$ cat src/rtl/dendrite_cfg_loader.sv
// Loads parameter words into the daisy-chained dendrite config shift chain.
// Words arrive on a valid/ready stream, pass a 2-entry FIFO and are clocked out on a slow data clock.
module dendrite_cfg_loader #(
   parameter int unsigned WORD_LENGTH = 16,
   parameter int unsigned NUM_WORDS   = 8,
   parameter int unsigned CLK_DIV     = 2
) (
   input  logic                               clk,
   input  logic                               reset,
   input  logic                               start,
   input  logic                               abort,
   input  logic                               wr_valid,
   output logic                               wr_ready,
   input  logic [WORD_LENGTH-1:0]             wr_data,
   output logic                               cfg_data_clk,
   output logic [WORD_LENGTH-1:0]             cfg_data,
   output logic                               busy,
   output logic                               done,
   output logic [$clog2(NUM_WORDS+1)-1:0]     word_cnt
);

   localparam int unsigned CntW = $clog2(NUM_WORDS + 1);
   localparam int unsigned DivW = (CLK_DIV > 1) ? $clog2(CLK_DIV) : 1;
   localparam logic [CntW-1:0] NumWordsC = CntW'(NUM_WORDS);
   localparam logic [CntW-1:0] LastWordC = CntW'(NUM_WORDS - 1);
   localparam logic [DivW-1:0] DivLastC  = DivW'(CLK_DIV - 1);

   typedef enum logic [2:0] {StIdle, StWait, StLow, StHigh, StFin} state_e;

   state_e                      state_q, state_d;
   logic [1:0][WORD_LENGTH-1:0] mem_q, mem_d;
   logic                        rd_ptr_q, rd_ptr_d;
   logic                        wr_ptr_q, wr_ptr_d;
   logic [1:0]                  fifo_cnt_q, fifo_cnt_d;
   logic [CntW-1:0]             accepted_q, accepted_d;
   logic [CntW-1:0]             word_cnt_q, word_cnt_d;
   logic [DivW-1:0]             div_q, div_d;
   logic [WORD_LENGTH-1:0]      cfg_data_q, cfg_data_d;
   logic                        cfg_data_clk_q, cfg_data_clk_d;
   logic                        busy_q, busy_d;
   logic                        done_q, done_d;
   logic                        push, pop, flush;

   assign wr_ready = busy_q && (fifo_cnt_q < 2'd2) && (accepted_q < NumWordsC) && !abort;
   assign push     = wr_valid && wr_ready;
   // No bypass: a word pushed into an empty FIFO is popped on the following cycle.
   assign pop      = (state_q == StWait) && (fifo_cnt_q != 2'd0) && !abort;
   assign flush    = ((state_q == StIdle) && start && !abort) || ((state_q != StIdle) && abort);

   always_comb begin
      state_d    = state_q;
      mem_d      = mem_q;
      rd_ptr_d   = rd_ptr_q;
      wr_ptr_d   = wr_ptr_q;
      accepted_d = accepted_q;
      word_cnt_d = word_cnt_q;
      div_d      = div_q;
      cfg_data_d = cfg_data_q;

      if (push) begin
         mem_d[wr_ptr_q] = wr_data;
         wr_ptr_d        = ~wr_ptr_q;
         accepted_d      = accepted_q + 1'b1;
      end
      if (pop) begin
         cfg_data_d = mem_q[rd_ptr_q];
         rd_ptr_d   = ~rd_ptr_q;
      end
      fifo_cnt_d = fifo_cnt_q + {1'b0, push} - {1'b0, pop};

      case (state_q)
         StIdle: begin
            if (start && !abort) begin
               state_d    = StWait;
               word_cnt_d = '0;
               accepted_d = '0;
            end
         end
         StWait: begin
            if (pop) begin
               state_d = StLow;
               div_d   = '0;
            end
         end
         StLow: begin
            if (div_q == DivLastC) begin
               state_d = StHigh;
               div_d   = '0;
            end else begin
               div_d = div_q + 1'b1;
            end
         end
         StHigh: begin
            if (div_q == DivLastC) begin
               word_cnt_d = word_cnt_q + 1'b1;
               state_d    = (word_cnt_q == LastWordC) ? StFin : StWait;
               div_d      = '0;
            end else begin
               div_d = div_q + 1'b1;
            end
         end
         StFin:   state_d = StIdle;
         default: state_d = StIdle;
      endcase

      if (flush) begin
         rd_ptr_d   = 1'b0;
         wr_ptr_d   = 1'b0;
         fifo_cnt_d = 2'd0;
      end
      if ((state_q != StIdle) && abort) begin
         state_d = StIdle;
      end

      // Outputs are registered copies of the next-state decode.
      cfg_data_clk_d = (state_d == StHigh);
      busy_d         = (state_d != StIdle);
      done_d         = (state_d == StFin);
   end

   always_ff @(posedge clk or negedge reset) begin
      if (!reset) begin
         state_q        <= StIdle;
         mem_q          <= '0;
         rd_ptr_q       <= 1'b0;
         wr_ptr_q       <= 1'b0;
         fifo_cnt_q     <= 2'd0;
         accepted_q     <= '0;
         word_cnt_q     <= '0;
         div_q          <= '0;
         cfg_data_q     <= '0;
         cfg_data_clk_q <= 1'b0;
         busy_q         <= 1'b0;
         done_q         <= 1'b0;
      end else begin
         state_q        <= state_d;
         mem_q          <= mem_d;
         rd_ptr_q       <= rd_ptr_d;
         wr_ptr_q       <= wr_ptr_d;
         fifo_cnt_q     <= fifo_cnt_d;
         accepted_q     <= accepted_d;
         word_cnt_q     <= word_cnt_d;
         div_q          <= div_d;
         cfg_data_q     <= cfg_data_d;
         cfg_data_clk_q <= cfg_data_clk_d;
         busy_q         <= busy_d;
         done_q         <= done_d;
      end
   end

   assign cfg_data_clk = cfg_data_clk_q;
   assign cfg_data     = cfg_data_q;
   assign busy         = busy_q;
   assign done         = done_q;
   assign word_cnt     = word_cnt_q;

endmodule
$ cat config.mk
export PLATFORM = sky130hd
export DESIGN_NAME = dendrite_cfg_loader
export DESIGN_NICKNAME = d
export VERILOG_FILES = /design/src/rtl/dendrite_cfg_loader.sv
export SDC_FILE = /design/constraint.sdc
export NUM_CORES = 1
export LEC_CHECK = 0
export CORE_MARGIN = 3
export CORE_UTILIZATION = 55
export DETAILED_ROUTE_END_ITERATION = 6
export PLACE_DENSITY = 0.8
export SYNTH_ARGS = -nofsm -noshare
export SYNTH_HDL_FRONTEND = slang
export SYNTH_SLANG_ARGS = --single-unit
$ cat constraint.sdc
create_clock -name clk -period 4.1 [get_ports clk]
set_clock_uncertainty 0.1 [all_clocks]
set_input_delay 0.615 -clock clk [delete_from_list [all_inputs] [get_ports clk]]
set_output_delay 0.615 -clock clk [all_outputs]
set_load 0.05 [all_outputs]
# Yosys cells after proc, flatten, opt, wreduce, memory -nomap -nowiden
# Cells that the tools add are included.
[classes]
magnitude_cmp = 5
addsub = 5
n_reduce_logical = 24
bitwise_logic = 2
mux = 26
eq_ne = 9
[op_table]
columns = ["operator", "count"]
rows = [
  ["two-way mux 16 bit", 3],
  ["bitwise mux 32 bit", 1],
  ["two-way mux 4 bit", 5],
  ["two-way mux 3 bit", 6],
  ["demux 16 bit (select 1 bit)", 1],
  ["one-hot mux 3 bit (4 select lines)", 1],
  ["logical AND 1 bit", 11],
  ["nonzero test 2 bit", 5],
  ["== test 3 x 2 -> 1 bit, second input constant", 3],
  ["adder 4 x 1 -> 4 bit, second input constant", 2],
  ["one-hot mux 4 bit (2 select lines)", 1],
  ["two-way mux 1 bit", 6],
  ["nonzero test 3 bit", 2],
  ["== test 4 x 3 -> 1 bit, second input constant", 1],
  ["< comparator 1 x 2 -> 1 bit, second input constant", 2],
  ["< comparator 4 bit, second input constant", 1],
  ["inequality test 2 bit, second input constant", 2],
  ["== test 3 x 1 -> 1 bit, second input constant", 1],
  ["== test 3 bit, second input constant", 1],
  ["zero test 3 bit", 1],
  ["AND reduction 3 bit", 1],
  ["adder 2 x 1 -> 2 bit", 1],
  ["< comparator 2 bit, second input constant", 1],
  ["two-way mux 2 bit", 1],
  ["other kinds (10)", 11],
]
[word_totals]
output_inout_bits = 24
wordCells = 84
regBits = 67
in_bits = 21

# Logic depth before layout (Yosys ltp)
[depth]
ltp_word = 8
depth_mapped = 12
mapped_depth_nobuf = 9

# Least setup slack after synthesis
# OpenSTA, ideal clock, no wires.
[synth_timing]
kind = "input to register"
start = "input port abort"
end = "register fifo_cnt_q[1]"
setup_slack_ns = 1.298
required_time_ns = 3.914
arrival_ns = 2.616
stages = 10
n_path_buf = 1
setup_time_ns = 0.086
cell_sequence = "or4b_1 > buf_2 > inv_1 > nand2_1 > ha_1 > inv_1 > ha_1 > xor2_1 > and2_1 > nor3_1"
[synth_via]
elab_chain_len = 6
word_cells_on_any_way = 10
cone_classes = "add/sub (2); mux (1); reduce/logical (7)"
[synth_lines]
columns = ["element", "line", "text"]
rows = [
  ["start: declaration", "11", "input logic abort,"],
  ["zero test 1 bit", "44", "assign wr_ready = busy_q && (fifo_cnt_q < 2'd2) && (accepted_q < NumWordsC) && !abort;"],
  ["logical AND 1 bit", "44", ""],
  ["named net wr_ready", "13", "output logic wr_ready,"],
  ["logical AND 1 bit", "45", "assign push = wr_valid && wr_ready;"],
  ["adder 2 x 1 -> 2 bit", "69", "fifo_cnt_d = fifo_cnt_q + {1'b0, push} - {1'b0, pop};"],
  ["subtractor 2 x 1 -> 2 bit", "69", ""],
  ["two-way mux 2 bit", "106", "if (flush) begin"],
  ["named net fifo_cnt_d[1]", "34", "logic [1:0] fifo_cnt_q, fifo_cnt_d;"],
  ["end signal: assignment", "140", "fifo_cnt_q <= fifo_cnt_d;"],
  ["end: declaration", "34", ""],
]
# The timed path passes the listed nets, and every way through them passes these cells.
# A chain may end at the register's enable or synchronous reset.

# Worst setup path after layout
[layout_timing]
start = "input port abort"
end = "output port wr_ready"
[layout_via]
elab_chain_len = 2
[layout_lines]
columns = ["element", "line"]
rows = [
  ["zero test 1 bit", "44"],
  ["logical AND 1 bit", "44"],
  ["end: declaration", "13"],
]
# Every way passes these cells.

==> run summary <==
Outcome -> complete, no violations
# port buffers -> 44
Clock transition at the registers of the reported paths -> 70 ps
Hold Vio Cnt, Final -> 0
Synth Flop Type -> dfrtp_1
FF-to-FF path depth -> 9
Pleak -> 0.00165 µW
Tot GR Track Use -> 0.215
Met3 WL -> 274 µm
Most frequent cells in the layout -> dfrtp_1, clkdlybuf4s50_1, o21ai_0
# DRC -> 0
Clk_lat worst skew -> 340 ps
Area Growth Syn to Fin -> 25.4%
Placed Instances -> 343
Via-to-Cell Ratio -> 5.75
CP max FO -> 8
PwrDens -> 776 nW/µm²
Unique masters post-synth -> 39
VDD IR max -> 0.590 mV
Critical Path Source Type -> input pin
Die area -> 6300 µm²
CORE AREA -> 5140 µm²
Worst Max-Slew Pin Slew -> 968 ps
Hold Slack -> 212 ps
Max-Slew Margin vs Limit -> 0.354
First-pass GRT wire length -> 10100 µm
Sequential area share after synthesis -> 0.567
Max-cap violation count -> 0
EDFF count, synth -> 0
Mapped Area -> 2960 µm²
Type of the worst setup path -> input pin to primary output
Reg-to-reg slack, setup -> 1390 ps
Grt ovf -> 0
CP peak stage delay -> 830 ps
Initial DRC Count -> 127
WP data required -> 3380 ps
Post_cts resized -> 0
Initial antenna violation count -> 0
Initial Util -> 0.576
FF+latch count, synth -> 67
CTS Root Cell -> clkbuf_8
CTS Buf Count -> 9
Worst path slowest cell -> clkdlybuf4s50_1
Critical Path Most Common Cell -> clkdlybuf4s50_1
Fillers -> 375
Synth warnings -> 0
Metal2 WL -> 2910 µm
First-pass DRT Iterations -> 4
Fmax -> 0.283 GHz
Final ANT Viol Nets -> 0
Endpoints failing setup -> 0
WL final -> 5990 µm
Critical R2R Launch -> state_q[1]
DP HPWL -> 3900 µm
Worst path bufs/invs -> 3
Cell count after synthesis -> 241
Ant. Diodes -> 0
Critical Path AT -> 2820 ps
TritonCTS Sinks -> 67
Worst R2R End -> fifo_cnt_q[1]
Postcts setup bufs -> 0
Synth top area share -> 0.567
Synth area leader -> dfrtp_1
Worst setup EP type -> primary output
Tightest Hold Check Type -> input pin to asynchronous set/reset pin
Top layer in use -> met4
Average cell area after synthesis -> 12.3 µm²
CTS tree -> built
Post-Layout Cell Count -> 359
Syn Nets -> 266
Max-slew violation count -> 0
Setup TNS Final -> 0 ps
Most common cell after layout, fill and taps aside -> dfrtp_1
Nets -> 309
CTS H-Tree Depth -> 3
Routability cong. -> 0.798
Clk buf depth -> 2
RSZ-0062 raised after global routing -> no
Ys async rst share -> 1.00
Top post-synthesis cells by area -> dfrtp_1, mux2_2, o21ai_0
DR vias -> 2066
I/O pin cnt -> 45
DR WL/cell -> 16.7 µm
# rows -> 26
Largest net degree at the start of global routing -> 39
Period utilisation layout -> 0.862
Share of cells above drive strength 1 -> 0.190
Critical path cell sequence -> clkdlybuf4s50_1 -> or4b_1 -> inv_1 -> clkdlybuf4s50_1
# hold bufs at CTS -> 0
Metal1 wirelength -> 2670 µm
CP delay by family, top -> buffers and inverters
Vias in the first global route -> 2090
Die Span Y -> 79.4 µm
Final min period -> 3530 ps
Die Width -> 79.4 µm
[cells by family (layout without fill, tap and decap cells)]
family | Yosys count | after routing | share of synthesized area
mux | 48 | 48 | 0.187
xor+xnor | 1 | 1 | 0.00296
fa+ha+maj | 4 | 4 | 0.0169
compound gates | 60 | 60 | 0.113
flops | 67 | 67 | 0.567
buf+inv | 24 | 72 | 0.0393
simple gates | 37 | 37 | 0.0736
[cell type report]
type	instances	area, µm²	area share
tap	70	87.6	0.0236
sequential	67	1680	0.452
clock buffer	9	124	0.0334
clock inverter	7	164	0.0442
inverter	9	33.8	0.00911
timing repair buffer	47	458	0.123
multi-input combinational	150	1170	0.314
[power breakdown]
part	total (µW)	switching [µW]	internal (µW)
Combinational	983	545	438
Sequential	1120	203	915
Clock	777	250	527
[metal layers]
metal	up-vias	global-route usage
li1	948	-
met1	1039	0.288
met2	67	0.333
met3	12	0.0544
met4	0	0.0945
met5	-	0
[state kept, by name, indices dropped and copies added, names as in the netlist]
| signal | flops |
|---|---|
| cfg_data | 16 |
| wr_ptr_q | 1 |
| fifo_cnt_q | 2 |
| done | 1 |
| mem_q | 32 |
| accepted_q | 4 |
| word_cnt | 4 |
| rd_ptr_q | 1 |
| state_q | 3 |
| busy | 1 |
| cfg_data_clk | 1 |
| div_q | 1 |
[worst reg2reg max path: cells and delay by family (launching register included)]
family | cells | cell delay [ps]
flip-flops | 1 | 480
AND/OR/NAND/NOR | 4 | 1270
XOR/XNOR | 1 | 200
adder cells (fa/ha/maj) | 2 | 390
buffers and inverters | 2 | 200
[synth_stat cells (2+ instances only)]
cell      number
dfrtp_1       67
o21ai_0       40
mux2_2        23
mux2i_1       16
clkbuf_1      11
inv_1          9
mux2_4         9
a21oi_1        7
nor2_1         6
ha_1           4
nand2_1        4
nand3_1        4
or3_1          4
a31oi_1        2
and3_1         2
buf_2          2
nand2b_1       2
nor2b_1        2
nor4_1         2
o211ai_1       2
o31a_1         2
o31ai_1        2
or4_1          2
or4b_1         2
[worst max path at each step]
stage,start,to,slack [ps],cells past startpoint
floorplan,abort,fifo_cnt_q[1],1300,10
global placement,abort,wr_ready,590,4
detailed placement,abort,wr_ready,580,4
CTS,abort,wr_ready,570,4
global route,abort,wr_ready,470,4
finish,abort,wr_ready,570,4
[through the flow]
step                      utilization  power (µW)  area, µm²  worst slack (ps)
after global placement          0.666        2060       3420               593
after floorplan                     -        1790       2960              1300
after CTS                       0.722        2890       3710               575
after detailed placement        0.666        2100       3420               581
after global routing            0.722        3030       3710               470
final                           0.722        2880       3710               567
Power figures use the tool's default switching activity.
